<file path="src/rtl/lsu_pkg.sv">
// ============================================================================
// Module   : lsu_pkg
// Purpose  : Shared types, funct3 encodings and helper functions for the
//            byte-serial load/store unit.
// Contents : F3_* funct3 constants, lsu_state_t FSM state enum,
//            bytes_for() byte-count lookup, is_legal() request legality.
// Revision : 1.0 - initial release
// ============================================================================
`default_nettype none

package lsu_pkg;

    // RISC-V load/store funct3 encodings (size in [1:0], unsigned in [2])
    localparam logic [2:0] F3_B  = 3'b000;
    localparam logic [2:0] F3_H  = 3'b001;
    localparam logic [2:0] F3_W  = 3'b010;
    localparam logic [2:0] F3_BU = 3'b100;
    localparam logic [2:0] F3_HU = 3'b101;

    typedef enum logic [1:0] {
        IDLE   = 2'd0,
        ACCESS = 2'd1,
        DONE   = 2'd2
    } lsu_state_t;

    // Number of bytes moved for a given funct3. Only the size field matters;
    // illegal encodings never reach ACCESS, so their value is irrelevant.
    function automatic logic [2:0] bytes_for(input logic [2:0] funct3);
        case (funct3[1:0])
            2'b00:   bytes_for = 3'd1;
            2'b01:   bytes_for = 3'd2;
            default: bytes_for = 3'd4;
        endcase
    endfunction

    // Stores have no unsigned variants, so only B/H/W are legal for them.
    function automatic logic is_legal(input logic store, input logic [2:0] funct3);
        logic ok;
        ok = 1'b0;
        case (funct3)
            F3_B, F3_H, F3_W: ok = 1'b1;
            F3_BU, F3_HU:     ok = !store;
            default:          ok = 1'b0;
        endcase
        return ok;
    endfunction

endpackage : lsu_pkg

`default_nettype wire

</file>
<file path="src/rtl/load_store_unit_load_ext.sv">
// ============================================================================
// Module   : lsu_load_ext
// Purpose  : Combinational sign/zero extension of assembled load data.
// Ports    : funct3 [2:0]   - load type selecting the extension
//            data   [XLEN]  - little-endian assembled load bytes
//            rdata  [XLEN]  - extended result
// Revision : 1.0 - initial release
// ============================================================================
`default_nettype none

module lsu_load_ext
    import lsu_pkg::*;
#(
    parameter int XLEN = 32
) (
    input  logic [2:0]      funct3,
    input  logic [XLEN-1:0] data,
    output logic [XLEN-1:0] rdata
);

    always_comb begin
        rdata = data;
        case (funct3)
            F3_B:    rdata = {{(XLEN-8){data[7]}},   data[7:0]};
            F3_H:    rdata = {{(XLEN-16){data[15]}}, data[15:0]};
            F3_BU:   rdata = {{(XLEN-8){1'b0}},      data[7:0]};
            F3_HU:   rdata = {{(XLEN-16){1'b0}},     data[15:0]};
            default: rdata = data;
        endcase
    end

endmodule : lsu_load_ext

`default_nettype wire

</file>
<file path="src/rtl/load_store_unit.sv">
// ============================================================================
// Module   : load_store_unit
// Purpose  : Converts one RISC-V load/store request into a byte-serial
//            sequence of accesses to a byte-wide data memory, assembles load
//            bytes little-endian, extends them and returns one response.
// Ports    : clk, reset                       - clock, sync active-high reset
//            req_valid/req_ready              - request handshake
//            req_store, req_funct3, req_addr,
//            req_wdata                        - request payload
//            resp_valid/resp_ready            - response handshake
//            resp_rdata, resp_err             - response payload
//            mem_addr, mem_re, mem_we,
//            mem_wdata, mem_rdata             - byte memory interface
// Config   : LSU_MISALIGN_TRAP_EN - when defined, misaligned halfword/word
//            accesses are rejected with resp_err instead of being performed.
// Revision : 1.0 - initial release
// ============================================================================
`default_nettype none

module load_store_unit
    import lsu_pkg::*;
#(
    parameter int XLEN   = 32,
    parameter int ADDR_W = 32
) (
    input  logic              clk,
    input  logic              reset,
    input  logic              req_valid,
    output logic              req_ready,
    input  logic              req_store,
    input  logic [2:0]        req_funct3,
    input  logic [ADDR_W-1:0] req_addr,
    input  logic [XLEN-1:0]   req_wdata,
    output logic              resp_valid,
    input  logic              resp_ready,
    output logic [XLEN-1:0]   resp_rdata,
    output logic              resp_err,
    output logic [ADDR_W-1:0] mem_addr,
    output logic              mem_re,
    output logic              mem_we,
    output logic [7:0]        mem_wdata,
    input  logic [7:0]        mem_rdata
);

    localparam int IDX_W = $clog2(XLEN / 8);

    lsu_state_t        r_state;
    logic              r_store;
    logic [2:0]        r_funct3;
    logic [ADDR_W-1:0] r_addr;
    logic [XLEN-1:0]   r_wdata;
    logic [XLEN-1:0]   r_data;
    logic [IDX_W-1:0]  r_idx;
    logic [IDX_W-1:0]  r_last;
    logic              r_err;

    logic              w_misalign;
    logic              w_access;
    logic [XLEN-1:0]   w_ext;

`ifdef LSU_MISALIGN_TRAP_EN
    assign w_misalign = ((req_funct3[1:0] == 2'b01) && req_addr[0]) ||
                        ((req_funct3[1:0] == 2'b10) && (req_addr[1:0] != 2'b00));
`else
    assign w_misalign = 1'b0;
`endif

    always_ff @(posedge clk) begin
        if (reset) begin
            r_state  <= IDLE;
            r_store  <= 1'b0;
            r_funct3 <= 3'b000;
            r_addr   <= '0;
            r_wdata  <= '0;
            r_data   <= '0;
            r_idx    <= '0;
            r_last   <= '0;
            r_err    <= 1'b0;
        end else begin
            case (r_state)
                IDLE: begin
                    // req_ready is high exactly in IDLE, so req_valid alone
                    // completes the handshake here.
                    if (req_valid) begin
                        r_store  <= req_store;
                        r_funct3 <= req_funct3;
                        r_addr   <= req_addr;
                        r_wdata  <= req_wdata;
                        r_data   <= '0;
                        r_idx    <= '0;
                        r_last   <= IDX_W'(bytes_for(req_funct3) - 3'd1);
                        if (!is_legal(req_store, req_funct3) || w_misalign) begin
                            r_err   <= 1'b1;
                            r_state <= DONE;
                        end else begin
                            r_err   <= 1'b0;
                            r_state <= ACCESS;
                        end
                    end
                end
                ACCESS: begin
                    if (!r_store) begin
                        r_data[{r_idx, 3'b000} +: 8] <= mem_rdata;
                    end
                    r_idx <= r_idx + 1'b1;
                    if (r_idx == r_last) begin
                        r_state <= DONE;
                    end
                end
                DONE: begin
                    if (resp_ready) begin
                        r_state <= IDLE;
                    end
                end
                default: r_state <= IDLE;
            endcase
        end
    end

    lsu_load_ext #(
        .XLEN (XLEN)
    ) u_load_ext (
        .funct3 (r_funct3),
        .data   (r_data),
        .rdata  (w_ext)
    );

    // Gating with !reset guarantees no memory strobe in a reset cycle, which
    // is what stops a store that is interrupted mid-word.
    assign w_access   = (r_state == ACCESS) && !reset;

    assign req_ready  = (r_state == IDLE);
    assign resp_valid = (r_state == DONE);
    assign resp_err   = resp_valid && r_err;
    assign resp_rdata = (resp_valid && !r_err && !r_store) ? w_ext : '0;

    assign mem_re     = w_access && !r_store;
    assign mem_we     = w_access && r_store;
    assign mem_addr   = w_access ? (r_addr + ADDR_W'(r_idx)) : '0;
    assign mem_wdata  = mem_we ? r_wdata[{r_idx, 3'b000} +: 8] : 8'h00;

endmodule : load_store_unit

`default_nettype wire

</file>
<file path="config.mk">
export PLATFORM = sky130hd
export DESIGN_NAME = load_store_unit
export DESIGN_NICKNAME = d
export VERILOG_FILES = /design/src/rtl/lsu_pkg.sv /design/src/rtl/load_store_unit_load_ext.sv /design/src/rtl/load_store_unit.sv
export SDC_FILE = /design/constraint.sdc
export NUM_CORES = 1
export LEC_CHECK = 0
export ABC_CLOCK_PERIOD_IN_PS = 4300
export CAP_MARGIN = 20
export CELL_PAD_IN_SITES_DETAIL_PLACEMENT = 0
export CELL_PAD_IN_SITES_GLOBAL_PLACEMENT = 2
export CORE_UTILIZATION = 28
export DETAILED_ROUTE_END_ITERATION = 10
export PLACE_DENSITY = 0.91
export REMOVE_ABC_BUFFERS = 1
export SETUP_SLACK_MARGIN = 0.15
export SKIP_LAST_GASP = 1
export SYNTH_ARGS = -nofsm -noshare
export SYNTH_HDL_FRONTEND = slang
export SYNTH_SLANG_ARGS = --single-unit
</file>
<file path="constraint.sdc">
create_clock -name clk -period 4.3 [get_ports clk]
set_input_delay 0.645 -clock clk [delete_from_list [all_inputs] [get_ports clk]]
set_output_delay 0.645 -clock clk [all_outputs]
set_load 0.05 [all_outputs]
</file>
-- Word-level counts from Yosys, hierarchy flattened
Cells that the tools add are included.
- register bits: 107
- input bits: 80
- output and inout bits: 77
- word-level logic and storage cells: 76
- add/subtract/negate cells: 4
- equal/unequal tests: 15
- shift operators: 3
- muxes and demuxes: 24
- reductions and logical operators: 21
- operator list (operator ; number):
    2-to-1 mux 32 bit ; 4
    one-hot mux 32 bit (4 select lines) ; 1
    one-hot mux 32 bit (2 select lines) ; 1
    adder 32 x 2 -> 32 bit ; 1
    bitwise mux 32 bit ; 1
    variable shift 8 x 7 -> 32 bit, first input constant ; 1
    indexed part select 32 x 6 -> 8 bit ; 1
    indexed part select 8 x 7 -> 32 bit ; 1
    2-to-1 mux 2 bit ; 8
    == test 3 bit, second input constant ; 4
    2-to-1 mux 8 bit ; 1
    one-hot mux 2 bit (2 select lines) ; 2
    negator 5 -> 7 bit ; 1
    == test 3 x 1 -> 1 bit, second input constant ; 2
    logical AND 1 bit ; 6
    logical NOT 3 bit ; 2
    inequality test 2 bit, second input constant ; 3
    one-hot mux 2 bit (3 select lines) ; 1
    AND reduction 3 bit ; 2
    == test 2 x 1 -> 1 bit, second input constant ; 2
    logical NOT 1 bit ; 4
    logical NOT 2 bit ; 2
    2-to-1 mux 1 bit ; 4
    AND reduction 2 bit ; 2
    10 further kinds ; 10

-- Logic depth before layout (Yosys ltp)
- depth after elaboration: 9
- gate-level depth with buffers: 8
- mapped depth without buffers: 6

-- Hierarchy
From an unflattened synthesis, not the netlist that was laid out.
- cells, all modules: 746
- area total of the unflattened synthesis: 5627.9 µm²
- modules (own cells, without submodules) (module ; instances ; cells each ; area each (µm²) ; seq. area each (µm²)):
    load_store_unit ; 1 ; 679 ; 5272.6 ; 2142.1
    lsu_load_ext ; 1 ; 67 ; 355.3 ; 0.0

-- Worst setup path after synthesis
OpenSTA, ideal clock, no wires.
- path type: register -> output
- from: register r_idx[0]
- to: output port mem_addr[18]
- arrival time: 3.514 ns
- data required time: 3.655 ns
- setup slack: 0.141 ns
- cell stages (with the launch flop): 8
- path buffers: 2
- cell sequence: dfxtp_1 > ha_1 > fa_1 > nand3_1 > or3_1 > clkbuf_1 > clkbuf_1 > o41ai_1
- longest elaborated chain between the ends: 2
- RTL lines (item ; RTL line ; source):
    start: declaration ; load_store_unit.sv:53 ; logic [IDX_W-1:0] r_idx;
    start signal: assignment ; load_store_unit.sv:105 ; r_idx <= r_idx + 1'b1;
    adder 32 x 2 -> 32 bit ; load_store_unit.sv:139 ; assign mem_addr = w_access ? (r_addr + ADDR_W'(r_idx)) : '0;
    2-to-1 mux 32 bit ; load_store_unit.sv:139 ;
    end: declaration ; load_store_unit.sv:38 ; output logic [ADDR_W-1:0] mem_addr,
Every way passes these cells.

-- Worst setup path in the final report
- from: register r_addr[0]
- to: output port mem_addr[20]
- longest elaborated chain between the ends: 2
- RTL lines (item ; RTL line ; source):
    start: declaration ; load_store_unit.sv:50 ; logic [ADDR_W-1:0] r_addr;
    start signal: assignment ; load_store_unit.sv:87 ; r_addr <= req_addr;
    adder 32 x 2 -> 32 bit ; load_store_unit.sv:139 ;
    2-to-1 mux 32 bit ; load_store_unit.sv:139 ;
Every way passes these cells.

==> flow_summary.rst <==
.. list-table::
   :header-rows: 1

   * - Metric
     - Value
   * - Routed WL per cell
     - 15.1 um
   * - Clock tree from TritonCTS
     - yes
   * - Share of post-route cells with drive strength above 1
     - 0.0755
   * - Final instance area
     - 7540 um2
   * - Ports placed on the boundary
     - 157
   * - Synth Cell Area
     - 5420 um2
   * - Maximum number of pins on one net before global-route repair
     - 75
   * - Total of max-cap violations
     - 0
   * - RSZ-0062 raised after global routing
     - false
   * - Result of the run
     - complete, no violations
   * - Number of port buffers
     - 156
   * - Number of storage elements in the synthesis netlist
     - 107
   * - # resized after CTS
     - 0
   * - Die height
     - 141 um
   * - Mean Syn Cell Area
     - 7.53 um2
   * - Top cell types by occurrence after synthesis
     - nand2_1, a21oi_1, dfxtp_1
   * - Total number of yosys warnings
     - 0
   * - Global-route wire length before repair
     - 27500 um
   * - Maximum root-to-sink buffer count
     - 2
   * - Number of nets with antenna violations after detailed routing
     - 0
   * - Max stage delay on crit path
     - 640 ps
   * - Via density
     - 4.87
   * - Residual DRC count
     - 0
   * - Crit start category
     - flip-flop
   * - Path type of the worst min-delay path
     - reg -> reg
   * - # Post-CTS Setup Buffers
     - 0
   * - Peak ir drop on the vdd network
     - 247 uV
   * - Horiz. Die Dim
     - 141 um
   * - Area share of the leading cell type in the synthesized netlist
     - 0.396
   * - Number of placement rows
     - 50
   * - Vias in the first global route
     - 5179
   * - Mapped Cells
     - 719
   * - Cells taking the most area after synthesis
     - dfxtp_1, a21oi_1, nand2_1, clkbuf_1, mux4_2
   * - Detail Placement HPWL
     - 11800 um
   * - Placed Area
     - 7260 um2
   * - Maximum fanout count along the critical path
     - 16
   * - Primary FF master, synth
     - dfxtp_1
   * - Gpl congestion
     - 0.788
   * - Root buf cell
     - clkbuf_16
   * - Total power density per cell area
     - 345 nW/um2
   * - Final cycle utilization of the critical path
     - 0.850
   * - Area of the die
     - 19900 um2
   * - Max Clock Skew
     - 6.81 ps
   * - Total number of vias
     - 5400
   * - Critical-path cell list
     - ha_1 > fa_1 > nand3_1 > or3_1 > or4_1 > a21oi_1 > buf_12
   * - Standby leakage power
     - 2.51 nW
   * - CP Capture Type
     - output port
   * - Shortest period the worst path allows
     - 3650 ps
   * - Number of hold violations in the final report
     - 0
   * - Number of iterations in the first detailed-routing pass
     - 4
   * - CP max stage cell
     - or3_1
   * - Core ar.
     - 18800 um2
   * - Part of the Yosys area used for sequential elements
     - 0.396
   * - Starting density of the core
     - 0.288
   * - Synth area leader
     - dfxtp_1
   * - Detailed router's first-iteration violation count
     - 293
   * - Maximum level of the CTS H-tree
     - 3
   * - Setup TNS after final layout
     - 0 ps
   * - Crit Path Category
     - reg -> out
   * - Worst Path Arrival
     - 3010 ps
   * - Hold Buf Count CTS
     - 0
   * - Worst slew slack as a fraction of its limit
     - 0.354
   * - Skew-Pair Late Insertion Delay
     - 350 ps
   * - Sequential Area
     - 2140 um2
   * - Clock slew seen by the registers of the worst setup and hold paths
     - 70 ps
   * - Clock buffers created by TritonCTS
     - 9
   * - Library cell with the highest instance count after synthesis
     - nand2_1
   * - Core utilization of the finished layout
     - 0.401
   * - NumNets Final
     - 930
   * - Final Routed Wirelength
     - 16800 um
   * - Initial antenna violation count
     - 1
   * - Filler cell count
     - 1981
   * - Area occupied by multi-input gates
     - 3000 um2
   * - Share of synthesized registers carrying an async set or reset
     - 0
   * - Clock Sinks
     - 107
   * - Grt total ovfl
     - 0
   * - Final Max Slew Viols
     - 0
   * - Growth of design area from synthesis to finish
     - 39.3%
   * - Total routing usage reported by global routing
     - 0.173
   * - Post-synth EDFFs
     - 0
   * - Highest clock rate
     - 0.274 GHz
   * - Synth cell types
     - 51
   * - Worst-margin pin slew
     - 967 ps
   * - Required time at the worst-slack endpoint
     - 3650 ps
   * - Final setup viols
     - 0
==> path summary, 6_finish.rpt <==
path	start	end	slack, ps	depth (start not counted)
setup reg to reg	r_idx[0]	r_data[9]	1700	7
hold reg to reg	r_data[4]	r_data[4]	450	2
hold / removal	r_data[4]	r_data[4]	450	2
setup / recovery	r_addr[0]	mem_addr[20]	650	7
==> through the flow <==
step / hold WS, ps / total power [W] / setup slack [ps] / std cells
6_report: 447 / 0.00260 / 646 / 1109
5_1_grt: 463 / 0.00276 / 440 / 1108
4_1_cts: 450 / 0.00264 / 590 / 1107
3_5_place_dp: 441 / 0.00185 / 991 / 1091
3_3_place_gp: 436 / 0.00185 / 1040 / 1091
2_1_floorplan: 421 / 0.00157 / -1680 / 667
==> where the power goes <==
| part | internal [W] | switching [W] | total [W] | leakage (nW) |
|---|---|---|---|---|
| registers | 0.00108 | 0.0000955 | 0.00117 | 0.873 |
| logic | 0.000250 | 0.000400 | 0.000651 | 1.51 |
| clock network | 0.000409 | 0.000370 | 0.000779 | 0.133 |
==> kinds of logic (layout without fill, tap and decap cells) <==
| logic type | count (synthesis) | count (layout) | share of synthesized area |
|---|---|---|---|
| AOI/OAI and AO/OA | 188 | 188 | 0.199 |
| xor gates and xnor gates | 13 | 13 | 0.0210 |
| adders and majority gates | 7 | 7 | 0.0176 |
| buffers and inverters | 75 | 204 | 0.0524 |
| DFF | 107 | 107 | 0.396 |
| muxes | 11 | 11 | 0.0388 |
| other | 0 | 1 | 0 |
| and+or+nand+nor | 318 | 318 | 0.276 |
==> cell type report <==
cell class,instances,area share
inverters,23,0.0114
well taps,260,0.0431
multi-input cells,537,0.398
clock inverters,4,0.00348
diodes,1,0.000332
clock buffers,12,0.0327
repair buffers,165,0.227
flip-flops and latches,107,0.284
==> cells in the final DEF, fill, tap and decap left out, drive strengths merged, types with 14 or more instances in the layout <==
cell type and n:
a21oi 129, a22oi 16, buf 31, clkdlybuf4s50 134
dfxtp 107, inv 23, nand2 170, nand3 28
nor2 37, o21ai 14, or4 14
==> routing by layer <==
metal	global-route usage	routed length (um)
met3	0.0350	835
met4	0.0509	245
met5	0	0
met2	0.285	7810
met1	0.229	7900
==> critical path: cells and delay by family, from the launching register on <==
kind	cells	cell delay [ps]
AO/OA/AOI/OAI	1	270
adder cells (fa/ha/maj)	2	450
buffers and inverters	1	180
flip-flops	1	330
AND/OR/NAND/NOR	3	1440
==> flip-flops by register name, summed over array words and instances, names as in the netlist <==
| register | flops |
|---|---|
| r_err | 1 |
| r_state | 2 |
| r_funct3 | 3 |
| r_last | 2 |
| r_wdata | 32 |
| r_addr | 32 |
| r_store | 1 |
| r_idx | 2 |
| r_data | 32 |
No activity file was read; power rests on OpenSTA's default activity.
==> RTL change 1 (config.mk and constraints unchanged) <==
Put a register stage on the output `resp_err`, with the module's reset. The value now appears one clock later. The other outputs are not delayed to match.
--- a/src/rtl/load_store_unit.sv
+++ b/src/rtl/load_store_unit.sv
@@ -133,3 +133,9 @@
     assign resp_valid = (r_state == DONE);
-    assign resp_err   = resp_valid && r_err;
+    always_ff @(posedge clk) begin
+        if (reset) begin
+            resp_err <= '0;
+        end else begin
+            resp_err <= resp_valid && r_err;
+        end
+    end
     assign resp_rdata = (resp_valid && !r_err && !r_store) ? w_ext : '0;
Behaviour: not the same (a bounded check fails within 4 cycles, from zero or initial values and one cycle with reset high).
==> RTL change 1 against the original RTL <==
- total power decreased by 12%
- sequential cell count increased by 1
- clock power increased by 3.2%
- synthesized area decreased by 0.49%
- first-iteration DRC count decreased by 19%
- worst setup slack got worse by 100 ps
- clock skew increased by 2.5 ps
- routed wire length decreased by 0.38%
- synthesized cell count decreased by 0.70%
- non-clock buffer count increased by 3
- cell area decreased by 0.78%
==> RTL change 1: results (changes against the original RTL) <==
### Setup path
* 23 — Critical Path Fanout Max, +7
* sky130_fd_sc_hd__clkdlybuf4s50_1 — CP max-delay cell
* 3110 ps — data arrival at the endpoint of the critical path, +100 ps
* 1820 ps — worst-case register-to-register setup slack, +120 ps

### Synthesis
* 1.95% — Post-Synth XOR/XNOR Area, -0.15 points
* sky130_fd_sc_hd__dfxtp_1 (40%), sky130_fd_sc_hd__a21oi_1 (12%), sky130_fd_sc_hd__nand2_1 (12%) — largest cells by area after synthesis
* 19.6% — Synth Area in Compound Gates, -0.25 points
* 45 — number of distinct library cells after synthesis, -12%
* 1.76% — post-synthesis adder-cell area fraction, +0.0086 points
* 714 — synthesized instance count, -0.70%
* 3.90% — mux cell area share after synthesis, +0.019 points

### Power and ir drop
* 1.64 mW — Power Internal, -5.3%
* 35.1% — Clock power frac, +5.2 points
* 2.51 nW — reported leakage power, about the same
* 16.5% — share of power burned in combinational logic, -8.5 points

### Place
* 948 ps — post-placement worst setup slack, -43.1 ps
* 0.811 — global placer's final weighted congestion, +3.0%

### Finish
* 532 — Multi-In Gates, -0.93%
* 2940 sq um — Multi-input gate area, -2.0%
* 1975 — Filler Cell Count, -0.30%
* 13 — number of clock buffers in the layout, +1
* 22.8% — portion of the layout cell area used by non-clock buffers, +0.11 points
* 26 — count of inverters not on the clock network in the layout, +13%

### Global route
* 100 — pin count of the biggest net entering global routing, +33%
* 17.0% — gr usage total, -0.36 points

### Route
* met5 — highest metal layer used by the detailed router
* 5306 — total via count after detailed routing, -1.7%
* 15.4 microns — post-detailed-route wirelength per cell, +1.9%

### Timing
* 452 ps — final worst hold slack, +5.35 ps
* 9.34 ps — post-route clock skew, +2.53 ps

### Outcome
* finished clean — outcome

### Hold path
* r_data[0]$_SDFFE_PP0P_ — end of the worst hold path

[RTL change 1: how the worst max path moves through the flow]
stage / startpoint / endpoint / cells past startpoint
6_report: r_addr[9]$_SDFFE_PP0P_ / mem_addr[31] / 5
5_1_grt: r_addr[8]$_SDFFE_PP0P_ / mem_addr[31] / 5
4_1_cts: r_addr[9]$_SDFFE_PP0P_ / mem_addr[31] / 5
3_5_place_dp: r_addr[9]$_SDFFE_PP0P_ / mem_addr[31] / 5
3_3_place_gp: r_state[1]$_SDFFE_PP0P_ / resp_rdata[20] / 6
2_1_floorplan: req_valid / r_data[0]$_SDFFE_PP0P_ / 4
[RTL change 1: cell families (layout without fill, tap and decap cells)]
logic type,Yosys count,after routing
buffers and inverters,74,210
xor gates and xnor gates,12,12
and+or+nand+nor,315,315
muxes,11,11
DFF,108,108
AOI/OAI and AO/OA,187,187
adders and majority gates,7,7
==> RTL change 2 (same flow settings) <==
Made on the original files. `XLEN` is set to 32 in 2 places; all go to 16.
--- a/src/rtl/load_store_unit_load_ext.sv
+++ b/src/rtl/load_store_unit_load_ext.sv
@@ -13,3 +13,3 @@
 #(
-    parameter int XLEN = 32
+    parameter int XLEN = 16
 ) (
--- a/src/rtl/load_store_unit.sv
+++ b/src/rtl/load_store_unit.sv
@@ -22,3 +22,3 @@
 #(
-    parameter int XLEN   = 32,
+    parameter int XLEN   = 16,
     parameter int ADDR_W = 32
Ports: changed (resized req_wdata and resp_rdata); port bits go from 157 to 125. The function was not compared with the original's and may differ.
==> RTL change 2 against the original RTL <==
- critical path depth fell by 2
- clock skew barely moved
- first-iteration DRC count fell by 39%
- total power fell by 34%
- final cell count fell by 29%
- routed wire length fell by 31%
- fmax fell by 6.7%
- worst setup slack got worse by 260 ps
- synthesized area fell by 31%
- sequential cell count fell by 34
- hold slack improved by 6.1 ps
- critical endpoint is now mem_addr[31]
- sequential power fell by 35%
- cell area fell by 29%
==> RTL change 2: results (changes against the original RTL) <==
### Outcome
* finished clean — outcome

### Global route
* 16.8% — gr usage total, -0.58 points
* 18.8 mm — wire length of the first global-routing pass, -32%
* 0 — antenna violations before repair, -1
* 74 — pin count of the biggest net entering global routing, -1.3%
* 3659 — vias in the first global route, -29%

### Synthesis
* 39.0% — sequential element share of the synthesized area, -0.57 points
* 18.8% — Synth Area in Compound Gates, -1.0 points
* sky130_fd_sc_hd__dfxtp_1 — ys flop type
* sky130_fd_sc_hd__dfxtp_1 (39%), sky130_fd_sc_hd__nand2_1 (12%), sky130_fd_sc_hd__a21oi_1 (10%) — largest cells by area after synthesis
* 2.40% — mux cell area share after synthesis, -1.5 points
* sky130_fd_sc_hd__nand2_1 (121), sky130_fd_sc_hd__a21oi_1 (78), sky130_fd_sc_hd__dfxtp_1 (73) — Synth top cells by count
* 0% — share of async-settable or async-resettable flops after synthesis, unchanged
* 37 — number of distinct library cells after synthesis, -27%
* 3.27% — Post-Synth XOR/XNOR Area, +1.2 points
* 0.668% — post-synthesis adder-cell area fraction, -1.1 points
* 0 — number of warning messages in the yosys log, unchanged

### Route
* 4.97 — via density per instance, +2.1%
* 179 — DRC marker count from the first detailed-route iteration, -39%
* 5 — number of search-and-repair iterations in the first detailed-routing pass, +1
* 11.6 mm — overall routed net length, -31%
* 0 — number of nets still failing antenna checks after routing, unchanged

### Setup path
* simple AND/OR/NAND/NOR gates — category of cells accounting for the largest share of critical-path delay
* 820 ps — max incr delay on CP, +180 ps
* sky130_fd_sc_hd__clkdlybuf4s50_1 — CP max-delay cell
* 16 — Critical Path Fanout Max, unchanged

### CTS
* 0 — number of gates resized after CTS, unchanged
* 60 ps — clock transition at the registers of the reported paths
* 0 — post-CTS repair timing setup buffer count, unchanged
* 2 — clk buf depth, unchanged
* 330 ps — Skew-Pair Late Insertion Delay, -20 ps
* 9 — clock buffer count from CTS, unchanged
* 3 — H-tree Lvls, unchanged
* sky130_fd_sc_hd__clkbuf_16 — root buf cell

### Finish
* 0 — Ant. Diodes, -1
* 677 — net count of the finished layout, -27%
* 6.50% — share of layout cells above drive strength 1, -1.0 points
* 1345 — Filler Cell Count, -32%
* r_addr x32, r_data x16, r_wdata x16 — leading registers by flop count

### Timing
* 6.70 ps — post-route clock skew, -0.112 ps
* 1030 ps — pin slew with the least headroom to its limit, +64.9 ps

### Power and ir drop
* 1.24 mW — Power Internal, -29%
* 149 uV — Worst IR Drop VDD, -40%
* 1.82 nW — reported leakage power, -28%

### Hold path
* register to register — classification of the worst-slack hold path

### Place
* 124 — port bufs, -21%
* 0.833 — global placer's final weighted congestion, +5.7%
* 8.14 mm — placed wire-length estimate, -31%

## RTL change 2: path summary, 6_finish.rpt
check                                         startpoint                  endpoint  slack (ps)  cells after the start
worst max-delay path             r_addr[17]$_SDFFE_PP0P_              mem_addr[31]         380                      5
worst min-delay path            r_funct3[2]$_SDFFE_PP0P_  r_funct3[2]$_SDFFE_PP0P_         450                      2
worst max register to register   r_state[0]$_SDFFE_PP0P_   r_addr[18]$_SDFFE_PP0P_        2370                      4
worst min register to register  r_funct3[2]$_SDFFE_PP0P_  r_funct3[2]$_SDFFE_PP0P_         450                      2
## RTL change 2: area by class of cell
type | count | share of cell area (%)
clock buffers | 11 | 4.51
flip-flops and latches | 73 | 27.2
repair buffers | 127 | 24.5
clock inverters | 4 | 0.372
inverters | 4 | 0.279
well taps | 172 | 4.00
multi-input cells | 396 | 39.2
## RTL change 2: per-stage QoR
| step | utilization (%) | instance area [sq um] | cells | setup WS [ps] |
|---|---|---|---|---|
| floorplan | - | 3580 | 473 | 633 |
| global placement | 39.7 | 5100 | 771 | 749 |
| detailed placement | 39.7 | 5100 | 771 | 754 |
| CTS | 41.8 | 5360 | 786 | 393 |
| global route | 42.0 | 5380 | 787 | 239 |
| finish | 42.0 | 5380 | 787 | 383 |
## RTL change 2: cells by family after synthesis
family	after synthesis
simple gates	247
compound gates	124
flops	73
buf+inv	45
xor+xnor	14
mux	9
fa+ha+maj	2
## RTL change 2: routing by layer
layer	share of wire [%]	track usage (%)	vias up
li1	-	-	1971
met1	47	21.9	1802
met2	46	27.2	128
met3	6.0	4.02	10
met4	1.1	5.13	0
met5	0	0	-
## RTL change 2: worst reg2reg max path: cells and delay by family (launching register included)
| family | cells | cell delay (ps) |
|---|---|---|
| flip-flops | 1 | 380 |
| AO/OA/AOI/OAI | 1 | 170 |
| AND/OR/NAND/NOR | 3 | 1310 |
## RTL change 2: power by group through the flow
stage	clock network [mW]	logic [mW]	registers [mW]
finish	0.672	0.267	0.765
global route	0.717	0.295	0.771
CTS	0.692	0.266	0.764
detailed placement	0	0.265	0.779
global placement	0	0.264	0.777
floorplan	0	0.138	0.768
